$ cat config.mk
export PLATFORM = sky130hd
export DESIGN_NAME = frog_game_ctrl
export DESIGN_NICKNAME = d
export VERILOG_FILES = /design/src/rtl/frog_game_ctrl.sv
export SDC_FILE = /design/constraint.sdc
export NUM_CORES = 1
export LEC_CHECK = 0
export ABC_AREA = 0
export BUFFER_PORTS_ARGS = -buffer_cell sky130_fd_sc_hd__buf_2
export CORE_AREA = 10 10 65 67
export DETAILED_ROUTE_END_ITERATION = 10
export DIE_AREA = 0 0 75 77
export HOLD_SLACK_MARGIN = 0.03
export PLACE_DENSITY_LB_ADDON = 0.05
export SYNTH_ARGS = -nofsm -noshare
export SYNTH_HDL_FRONTEND = slang
export SYNTH_SLANG_ARGS = --single-unit
$ cat constraint.sdc
create_clock -name clk -period 4.9 [get_ports clk]
set_clock_uncertainty 0.15 [all_clocks]
set_input_delay 1.225 -clock clk [delete_from_list [all_inputs] [get_ports clk]]
set_output_delay 1.225 -clock clk [all_outputs]
set_load 0.03 [all_outputs]
$ cat src/rtl/frog_game_ctrl.sv
// Frog game controller: collision/goal detection, lives, one-hot level and the hit/goal/over/win FSM.
// Optional SCORE_EN macro adds a saturating 8-bit goal counter on output port score.
module frog_game_ctrl #(
    parameter int LIVES       = 3,
    parameter int HOLD_CYCLES = 4
) (
    input  logic            clk,
    input  logic            reset,
    input  logic            pause,
    input  logic [7:0][7:0] obs,
    input  logic [2:0]      frogRow,
    input  logic [2:0]      frogCol,
    output logic            resetGame,
    output logic [3:0]      level,
    output logic [1:0]      lives,
    output logic            hit,
    output logic            freeze,
    output logic            gameOver,
    output logic            win
`ifdef SCORE_EN
    ,
    output logic [7:0]      score
`endif
);

    localparam int CW = $clog2(HOLD_CYCLES + 1);

    typedef enum logic [2:0] {S_PLAY, S_HIT, S_GOAL, S_OVER, S_WIN} state_t;

    state_t        r_state, w_state_nx;
    logic [CW-1:0] r_hold, w_hold_nx;
    logic [3:0]    r_level, w_level_nx;
    logic [1:0]    r_lives, w_lives_nx;
    logic          r_rg, w_rg_nx;
    logic          r_hit, w_hit_nx;
    logic          r_freeze, w_freeze_nx;
    logic          r_go, w_go_nx;
    logic          r_win, w_win_nx;
    logic          w_coll, w_goal, w_hold_done;

    assign w_coll      = obs[frogRow][frogCol];
    assign w_goal      = (frogRow == 3'd7) & ~w_coll;
    assign w_hold_done = (r_hold == CW'(HOLD_CYCLES - 1));

    always_comb begin
        w_state_nx = r_state;
        w_hold_nx  = r_hold;
        w_level_nx = r_level;
        w_lives_nx = r_lives;
        w_rg_nx    = 1'b0;
        w_hit_nx   = 1'b0;
        w_go_nx    = r_go;
        w_win_nx   = r_win;
        case (r_state)
            S_PLAY: begin
                // Collision wins over a simultaneous goal
                if (!pause && w_coll) begin
                    w_hit_nx = 1'b1;
                    if (r_lives > 2'd1) begin
                        w_state_nx = S_HIT;
                        w_lives_nx = r_lives - 2'd1;
                        w_hold_nx  = '0;
                    end else begin
                        w_state_nx = S_OVER;
                        w_lives_nx = 2'd0;
                        w_go_nx    = 1'b1;
                    end
                end else if (!pause && w_goal) begin
                    w_state_nx = S_GOAL;
                    w_hold_nx  = '0;
                end
            end
            S_HIT, S_GOAL: begin
                if (!pause) begin
                    if (!w_hold_done) begin
                        w_hold_nx = r_hold + CW'(1);
                    end else begin
                        w_hold_nx = '0;
                        if (r_state == S_GOAL && r_level[3]) begin
                            w_state_nx = S_WIN;
                            w_win_nx   = 1'b1;
                        end else begin
                            w_state_nx = S_PLAY;
                            w_rg_nx    = 1'b1;
                            if (r_state == S_GOAL) w_level_nx = {r_level[2:0], 1'b0};
                        end
                    end
                end
            end
            default: ;
        endcase
        w_freeze_nx = (w_state_nx != S_PLAY);
    end

    always_ff @(posedge clk) begin
        if (reset) begin
            r_state  <= S_PLAY;
            r_hold   <= '0;
            r_level  <= 4'b0001;
            r_lives  <= 2'(LIVES);
            r_rg     <= 1'b0;
            r_hit    <= 1'b0;
            r_freeze <= 1'b0;
            r_go     <= 1'b0;
            r_win    <= 1'b0;
        end else begin
            r_state  <= w_state_nx;
            r_hold   <= w_hold_nx;
            r_level  <= w_level_nx;
            r_lives  <= w_lives_nx;
            r_rg     <= w_rg_nx;
            r_hit    <= w_hit_nx;
            r_freeze <= w_freeze_nx;
            r_go     <= w_go_nx;
            r_win    <= w_win_nx;
        end
    end

    assign resetGame = r_rg;
    assign level     = r_level;
    assign lives     = r_lives;
    assign hit       = r_hit;
    assign freeze    = r_freeze;
    assign gameOver  = r_go;
    assign win       = r_win;

`ifdef SCORE_EN
    logic [7:0] r_score;
    logic       w_score_inc;

    function automatic logic [7:0] sat_inc8(input logic [7:0] v);
        return (v == 8'hFF) ? v : v + 8'd1;
    endfunction

    assign w_score_inc = (r_state == S_PLAY) && (w_state_nx == S_GOAL);

    always_ff @(posedge clk) begin
        if (reset) begin
            r_score <= 8'd0;
        end else if (w_score_inc) begin
            r_score <= sat_inc8(r_score);
        end
    end

    assign score = r_score;
`endif

endmodule

==> results.json, run 1 <==
{
  "clk_pin_slew_ns": 0.11,
  "tns_ns": 0,
  "critPathRequiredTime_ns": 4.98,
  "irDropWorstVdd_mv": 0.242,
  "synth.avg_cell_area_um2": 10.7,
  "die-area_mm2": 0.00578,
  "synth_nets": 193,
  "hp-class": "flip-flop to flip-flop",
  "syn-instance-count": 119,
  "cts_resized": 0,
  "arrival_ns": 3.93,
  "critPathKind": "input port to flip-flop",
  "synth_fa_ha_area_frac": 0.00984,
  "antenna_cells": 0,
  "cts_tree": "yes",
  "dr.pass1.iters": 4,
  "core-area_mm2": 0.00298,
  "rsz0062_at_grt": "false",
  "synthArstFlopShare": 0,
  "via_count": 1273,
  "post_cts.repair.setup_buffers": 0,
  "dp_hpwl_mm": 3.20,
  "fin_crit_ns": 3.86,
  "outcome": "finished clean",
  "synth_cell_types": 34,
  "crit_buf_inv": 1,
  "layout-drive-gt1-share": 0.510,
  "max_freq_mhz": 259,
  "ys_warn_count": 0,
  "postCtsHoldBufs": 0,
  "syn_to_final_growth_pct": 34.9,
  "clockRootBuffer": "clkbuf_4",
  "synth_compound_area_frac": 0.136,
  "fp.dieH_um": 77,
  "synthSimpleGateAreaFrac": 0.143,
  "crit_slowest_cell": "mux4_1",
  "muxShareOfSynthArea": 0.396,
  "cp_top_family": "multiplexers",
  "seq_area_frac_synth": 0.268,
  "synth-edff-count": 0,
  "wl_mm": 3.75,
  "grt_remaining_overflow": 0,
  "synthXorXnorAreaFrac": 0,
  "rows": 20,
  "yosys.area.top_type": "dfxtp_1",
  "start_kind": "input port",
  "via_per_inst": 5.51,
  "wl_per_cell_um": 16.2,
  "synth_area_leaders": "dfxtp_1, mux4_2, mux4_1, mux2i_1, nor2_1",
  "synth_ff_type": "dfxtp_1",
  "max_stage_delay_ns": 0.60,
  "finalCritPeriodShare": 0.787,
  "clk_latency_ns": 0.30,
  "top_level_ports": 84,
  "ys_ff_latch": 17,
  "cts_sinks": 17,
  "maxSlewViolCount": 0,
  "antenna_left": 0,
  "worst_pin_slew_ns": 0.491,
  "drt_iter0_markers": 64,
  "initial_utilization": 0.427,
  "power.density_mw_per_mm2": 194,
  "syn-cell-area_mm2": 0.00127,
  "maxCapViolCount": 0,
  "final_nets": 273,
  "h-tree-depth": 1,
  "portBuffers": 83,
  "p_leak_nw": 0.841,
  "drc": 0,
  "synth_top_area_frac": 0.268,
  "hold_viol_final": 0,
  "antenna_found_initial": 0,
  "cts_buffers": 3,
  "synth_commonest_cells": "dfxtp_1, nor2_1, mux4_2",
  "cp_max_fo": 18,
  "setup_viol": 0,
  "grt_pass1_vias": 1354,
  "die_w_um": 75,
  "layout_setup_ws_ns": 1.04,
  "grt_pass1_wl_mm": 6.04,
  "cp-end-kind": "flip-flop",
  "grt_max_degree": 19,
  "place_ws_ns": 0.716,
  "synth_top_family_by_area": "multiplexers",
  "worstPathCellList": "buf_2, mux4_1, mux4_2, or2_0, a32oi_2, mux2_2, o31a_1, a31oi_1",
  "clockBufferDepth": 2,
  "fillers": 269,
  "grt_use_total": 0.127,
  "synth_most_common_cell": "dfxtp_1",
  "slew_headroom": 0.670,
  "gp_routability_congestion": 0.798
}
state kept, by name, indices dropped and copies added (netlist names):
signal and cells:
freeze 1, level 4, hit 1, gameOver 1, win 1, lives 2
resetGame 1, r_hold 3, r_state 3
layer usage:
metal / GRT usage / up-vias / share of wire
li1: - / 623 / -
met1: 0.139 / 595 / 0.39
met2: 0.214 / 53 / 0.49
met3: 0.0759 / 2 / 0.13
met4: 0.00568 / 0 / 0.0024
met5: 0 / - / 0
final timing paths:
| check | slack (ns) | cells after the start | startpoint | end |
|---|---|---|---|---|
| worst max-delay path | 1.04 | 8 | frogRow[0] | freeze |
| worst min-delay path | 0.32 | 2 | win | win |
| worst max register to register | 2.88 | 6 | r_hold[0] | level[1] |
| worst min register to register | 0.32 | 2 | win | win |
cell families after synthesis:
logic type | after synthesis
AND/OR/NAND/NOR | 37
multiplexers | 26
AO/OA/AOI/OAI | 25
flip-flops | 17
buffers and inverters | 13
adder cells (fa/ha/maj) | 1
area by class of cell:
type | count | area [um2] | area share
repair buffers | 83 | 415 | 0.242
flip-flops and latches | 17 | 340 | 0.198
clock inverters | 1 | 7.51 | 0.00438
inverters | 5 | 18.8 | 0.0109
multi-input cells | 89 | 870 | 0.507
well taps | 33 | 41.3 | 0.0241
clock buffers | 3 | 22.5 | 0.0131
tightest hold or removal path, stage by stage (launching register included):
cell	delay, ns
dfxtp_1	0.34
a21oi_1	0.04
nor2_1	0.07
power by group:
group | switching (mW) | internal [mW]
Sequential | 0.00428 | 0.143
Clock | 0.0483 | 0.0311
Combinational | 0.0454 | 0.0605
per-stage QoR:
stage | std cells | utilization | power, mW | hold WS, ns | cell area [um2]
floorplan | 119 | - | 0.219 | 0.290 | 1270
global placement | 227 | 0.566 | 0.254 | 0.294 | 1690
detailed placement | 227 | 0.566 | 0.257 | 0.305 | 1690
CTS | 231 | 0.576 | 0.335 | 0.331 | 1720
global route | 231 | 0.576 | 0.351 | 0.354 | 1720
finish | 231 | 0.576 | 0.333 | 0.323 | 1720
placed cells by master (no fill, tap or decap), types with 3 or more instances in the layout:
cell type   n
buf_2      83
dfxtp_1    17
nor2_1     15
mux4_2     10
a21oi_1     8
mux4_1      7
mux2i_1     6
inv_1       5
o21ai_0     5
nand2b_1    4
nand2_1     4
or3_1       3
mux2_2      3
nor2b_1     3
and3_1      3
clkbuf_4    3
No activity file was read; power rests on OpenSTA's default activity.
==> run 2, diff against run 1 <==
ABC_AREA = 1   (was 0)
CORE_AREA = 10 10 68 70   (was 10 10 65 67)
DIE_AREA = 0 0 78 80   (was 0 0 75 77)
clock period = 4 ns   (was 4.9 ns; I/O delays follow)
==> results.json, run 2 <==
{
  "final_cells": 374,
  "dp_hpwl_mm": 3.59,
  "max_stage_delay_ns": 0.46,
  "cts_sinks": 17,
  "max_freq_mhz": 363,
  "synth_cell_types": 22,
  "synth_top_area_frac": 0.254,
  "top_level_ports": 84,
  "power.density_mw_per_mm2": 277,
  "outcome": "finished clean",
  "portBuffers": 83,
  "slew_headroom": 0.620,
  "synth_most_common_cell": "nand2_1",
  "grt_remaining_overflow": 0,
  "worst_pin_slew_ns": 0.570,
  "hp-class": "flip-flop to flip-flop",
  "final_cell_mix": "nand2_1, buf_2, nand3_1, inv_1, dfxtp_1",
  "die-area_mm2": 0.00624,
  "gp_routability_congestion": 0.850,
  "clockRootBuffer": "clkbuf_4",
  "via_per_inst": 4.64,
  "seq_area_frac_synth": 0.239,
  "wl_per_cell_um": 11.7,
  "drt_iter0_markers": 91,
  "drc": 0,
  "clk_pin_slew_ns": 0.09,
  "grt_pass1_vias": 1689,
  "syn-cell-area_mm2": 0.00142,
  "grt_max_degree": 35,
  "irDropWorstVdd_mv": 0.206,
  "cts_resized": 0,
  "fp.dieH_um": 80,
  "tns_ns": 0,
  "final_common_cell": "nand2_1",
  "start_kind": "input port",
  "synth-edff-count": 0,
  "finalCritPeriodShare": 0.690,
  "crit_slowest_cell": "buf_2",
  "cp-end-kind": "flip-flop",
  "syn_to_final_growth_pct": 28.3,
  "layout-drive-gt1-share": 0.287,
  "antenna_found_initial": 0,
  "core-area_mm2": 0.00328,
  "largest_reg_flops": 4,
  "synth.avg_cell_area_um2": 5.62,
  "whs_ns": 0.301,
  "clk_latency_ns": 0.28,
  "cp_max_fo": 34,
  "synth_nets": 327,
  "antenna_left": 0,
  "maxSlewViolCount": 0,
  "rsz0062_at_grt": "false",
  "final_nets": 403,
  "synth_commonest_cells": "nand2_1, nand3_1, inv_1",
  "syn-instance-count": 253,
  "p_leak_nw": 1.03,
  "fillers": 365,
  "hold_viol_final": 0,
  "fin_crit_ns": 2.76,
  "setup_viol": 0,
  "worstPathCellList": "buf_2, inv_4, nand2_1, nand3_1, nand3_1, nand2_1, nand2_1, nand3_1, nand3_2, nand2_2, nand3_2, nand3_1, nand2_1, inv_1, nor2_1",
  "rows": 21,
  "ys_ff_latch": 17,
  "antenna_cells": 0,
  "wl_mm": 4.38,
  "synth_area_leaders": "nand2_1, dfxtp_1, nand3_1, inv_1, nor2_1",
  "post_cts.repair.setup_buffers": 0,
  "cts_tree": "yes",
  "critPathRequiredTime_ns": 4.08,
  "synth_ff_type": "dfxtp_1",
  "postCtsHoldBufs": 0,
  "via_count": 1734,
  "arrival_ns": 2.83,
  "initial_utilization": 0.433,
  "maxCapViolCount": 0,
  "critPathKind": "input port to flip-flop",
  "cts_buffers": 3,
  "grt_use_total": 0.136,
  "synthArstFlopShare": 0,
  "yosys.area.top_type": "nand2_1",
  "register_area_um2": 340,
  "multi_input_area_um2": 885,
  "die_w_um": 78,
  "clockBufferDepth": 2,
  "grt_pass1_wl_mm": 7.30,
  "dr.pass1.iters": 4,
  "dpl.cell_count": 370,
  "ys_warn_count": 0,
  "h-tree-depth": 1
}
run 2: path summary, 6_finish.rpt:
path	from	slack [ns]	depth (start not counted)	to
hold / removal	win	0.30	2	win
setup / recovery	frogRow[0]	1.24	15	r_hold[1]
setup reg to reg	r_hold[1]	2.12	9	level[1]
hold reg to reg	win	0.30	2	win
run 2: cell families after synthesis:
logic type	Yosys count	share of synthesized area
simple gates	184	0.568
buf+inv	38	0.138
flops	17	0.239
compound gates	13	0.0458
fa+ha+maj	1	0.00880
run 2: layout make-up:
cell class,count,area share
inverter,26,0.0549
multi-input combinational,198,0.485
timing repair buffer,83,0.228
clock buffer,4,0.0144
sequential,17,0.187
tap,46,0.0316
run 2: metal layers:
layer	routed length, um	GRT usage
met1	2010	0.160
met2	1960	0.228
met3	417	0.0631
met4	0	0.0108
met5	0	0
run 2: where the power goes:
group,switching [mW],internal (mW)
combinational,0.134,0.0869
sequential,0.00904,0.187
clock,0.0496,0.0387
total,0.193,0.313
run 2: metrics by stage:
stage / worst slack (ns) / utilization / total power, mW / cell area, um2
global placement: 0.995 / 0.547 / 0.422 / 1800
floorplan: 1.52 / - / 0.359 / 1420
finish: 1.24 / 0.555 / 0.506 / 1820
detailed placement: 0.939 / 0.547 / 0.422 / 1800
global route: 1.01 / 0.555 / 0.556 / 1820
CTS: 1.24 / 0.555 / 0.510 / 1820
run 2: critical path: cells and delay by family:
kind / cells / cell delay (ns)
buffers and inverters: 3 / 0.74
AND/OR/NAND/NOR: 12 / 1.07
==> run 3, diff against run 2 <==
ABC_AREA = 0   (was 1)
CORE_AREA = 10 10 67 69   (was 10 10 68 70)
DIE_AREA = 0 0 77 79   (was 0 0 78 80)
clock period = 2.87 ns   (was 4 ns; I/O delays follow)
==> results.json, run 3 (synthesis results as in run 1) <==
{
  "hp-class": "flip-flop to flip-flop",
  "worst_pin_slew_ns": 0.469,
  "cp_max_fo": 5,
  "drc": 0,
  "design_area_mm2": 0.00183,
  "cp_top_family": "multiplexers",
  "dr.pass1.iters": 4,
  "hold_start": "r_hold[2]",
  "final_nets": 283,
  "grt_pass1_wl_mm": 6.28,
  "tns_ns": -0.0214,
  "fin_crit_ns": 2.89,
  "cts_sinks": 17,
  "cts_tree": "yes",
  "critPathMostFrequentCell": "mux4_2",
  "portBuffers": 83,
  "layout_setup_ws_ns": -0.0214,
  "min_path_cells": 1,
  "die-area_mm2": 0.00608,
  "outcome": "finished with violations",
  "gp_routability_congestion": 0.766,
  "worstPathCellList": "buf_12, mux4_2, mux4_2, or2_1, a32oi_2, mux2_4, o31a_1, a31oi_1",
  "placed_cell_area_mm2": 0.00175,
  "clockRootBuffer": "clkbuf_4",
  "arrival_ns": 2.97,
  "largest_reg_flops": 4,
  "maxSlewViolCount": 0,
  "clk_pin_slew_ns": 0.10,
  "critPathLaunch": "frogRow[0]",
  "clk_latency_ns": 0.29,
  "cp-end-kind": "flip-flop",
  "power.density_mw_per_mm2": 323,
  "setup_viol": 1,
  "cts_buffers": 3,
  "start_kind": "input port",
  "grt_max_degree": 14,
  "h-tree-depth": 1,
  "fp.dieH_um": 79,
  "antenna_cells": 0,
  "via_per_inst": 5.06,
  "syn_to_final_growth_pct": 44.0,
  "critPathRequiredTime_ns": 2.95,
  "core-area_mm2": 0.00323,
  "crit_slowest_cell": "mux4_2",
  "violations": "negative setup slack",
  "grt_use_total": 0.121,
  "final_cells": 254,
  "rsz0062_at_grt": "true",
  "slew_headroom": 0.685,
  "rows": 21,
  "top_level_ports": 84,
  "layout-drive-gt1-share": 0.577,
  "rr_startpoint": "r_hold[0]",
  "clockBufferDepth": 2,
  "irDropWorstVdd_mv": 0.254,
  "max_freq_mhz": 346,
  "hold_viol_final": 0,
  "max_stage_delay_ns": 0.49,
  "dpl.cell_count": 247,
  "maxCapViolCount": 0,
  "die_w_um": 77,
  "wl_mm": 3.89,
  "critPathKind": "input port to flip-flop",
  "finalCritPeriodShare": 1.01,
  "p_leak_nw": 0.883,
  "grt_remaining_overflow": 0,
  "cp.depth": 8,
  "via_count": 1286,
  "postCtsHoldBufs": 0,
  "drt_iter0_markers": 40,
  "crit_buf_inv": 1,
  "antenna_found_initial": 0,
  "final_common_cell": "buf_2",
  "wl_per_cell_um": 15.3,
  "antenna_left": 0,
  "initial_utilization": 0.393,
  "final_cell_mix": "buf_2, mux4_2, dfxtp_1, nor2_1",
  "place_ws_ns": -0.586,
  "grt_pass1_vias": 1451,
  "reg2reg_depth": 6
}
==> run 3: power by group <==
part / internal [mW] / total (mW) / switching, mW
combinational: 0.127 / 0.213 / 0.0857
sequential: 0.244 / 0.252 / 0.00753
clock: 0.0519 / 0.127 / 0.0755
==> run 3: cell type report <==
cell class              instances  area [um2]
well taps                      46        57.6
flip-flops and latches         17         340
multi-input cells              89         857
repair buffers                 93         529
fillers                       313        1400
clock inverters                 1        5.00
inverters                       5        18.8
clock buffers                   3        22.5
==> run 3: worst paths after layout <==
check	end	slack [ns]
max	freeze	-0.02
min	r_hold[2]	0.32
max reg2reg	level[1]	0.88
min reg2reg	r_hold[2]	0.32
==> run 3: metal layers <==
metal,up-vias,GRT usage,share of wire
met3,0,0.0732,0.12
li1,635,-,-
met2,58,0.197,0.45
met4,0,0,0
met5,-,0,0
met1,593,0.144,0.43
==> run 3: metrics by stage <==
step            util  hold slack [ns]  power, mW
6_report       0.566            0.317      0.592
5_1_grt        0.566            0.352      0.632
4_1_cts        0.568            0.322      0.599
3_5_place_dp   0.540            0.304      0.452
3_3_place_gp   0.540            0.295      0.448
2_1_floorplan      -            0.290      0.377
==> run 3: timing repair <==
item,in CTS,in global routing
setup buffers,2,0
pin swaps,5,2
resized for setup,12,1
endpoints found under the setup margin,8,5
gates cloned,1,0
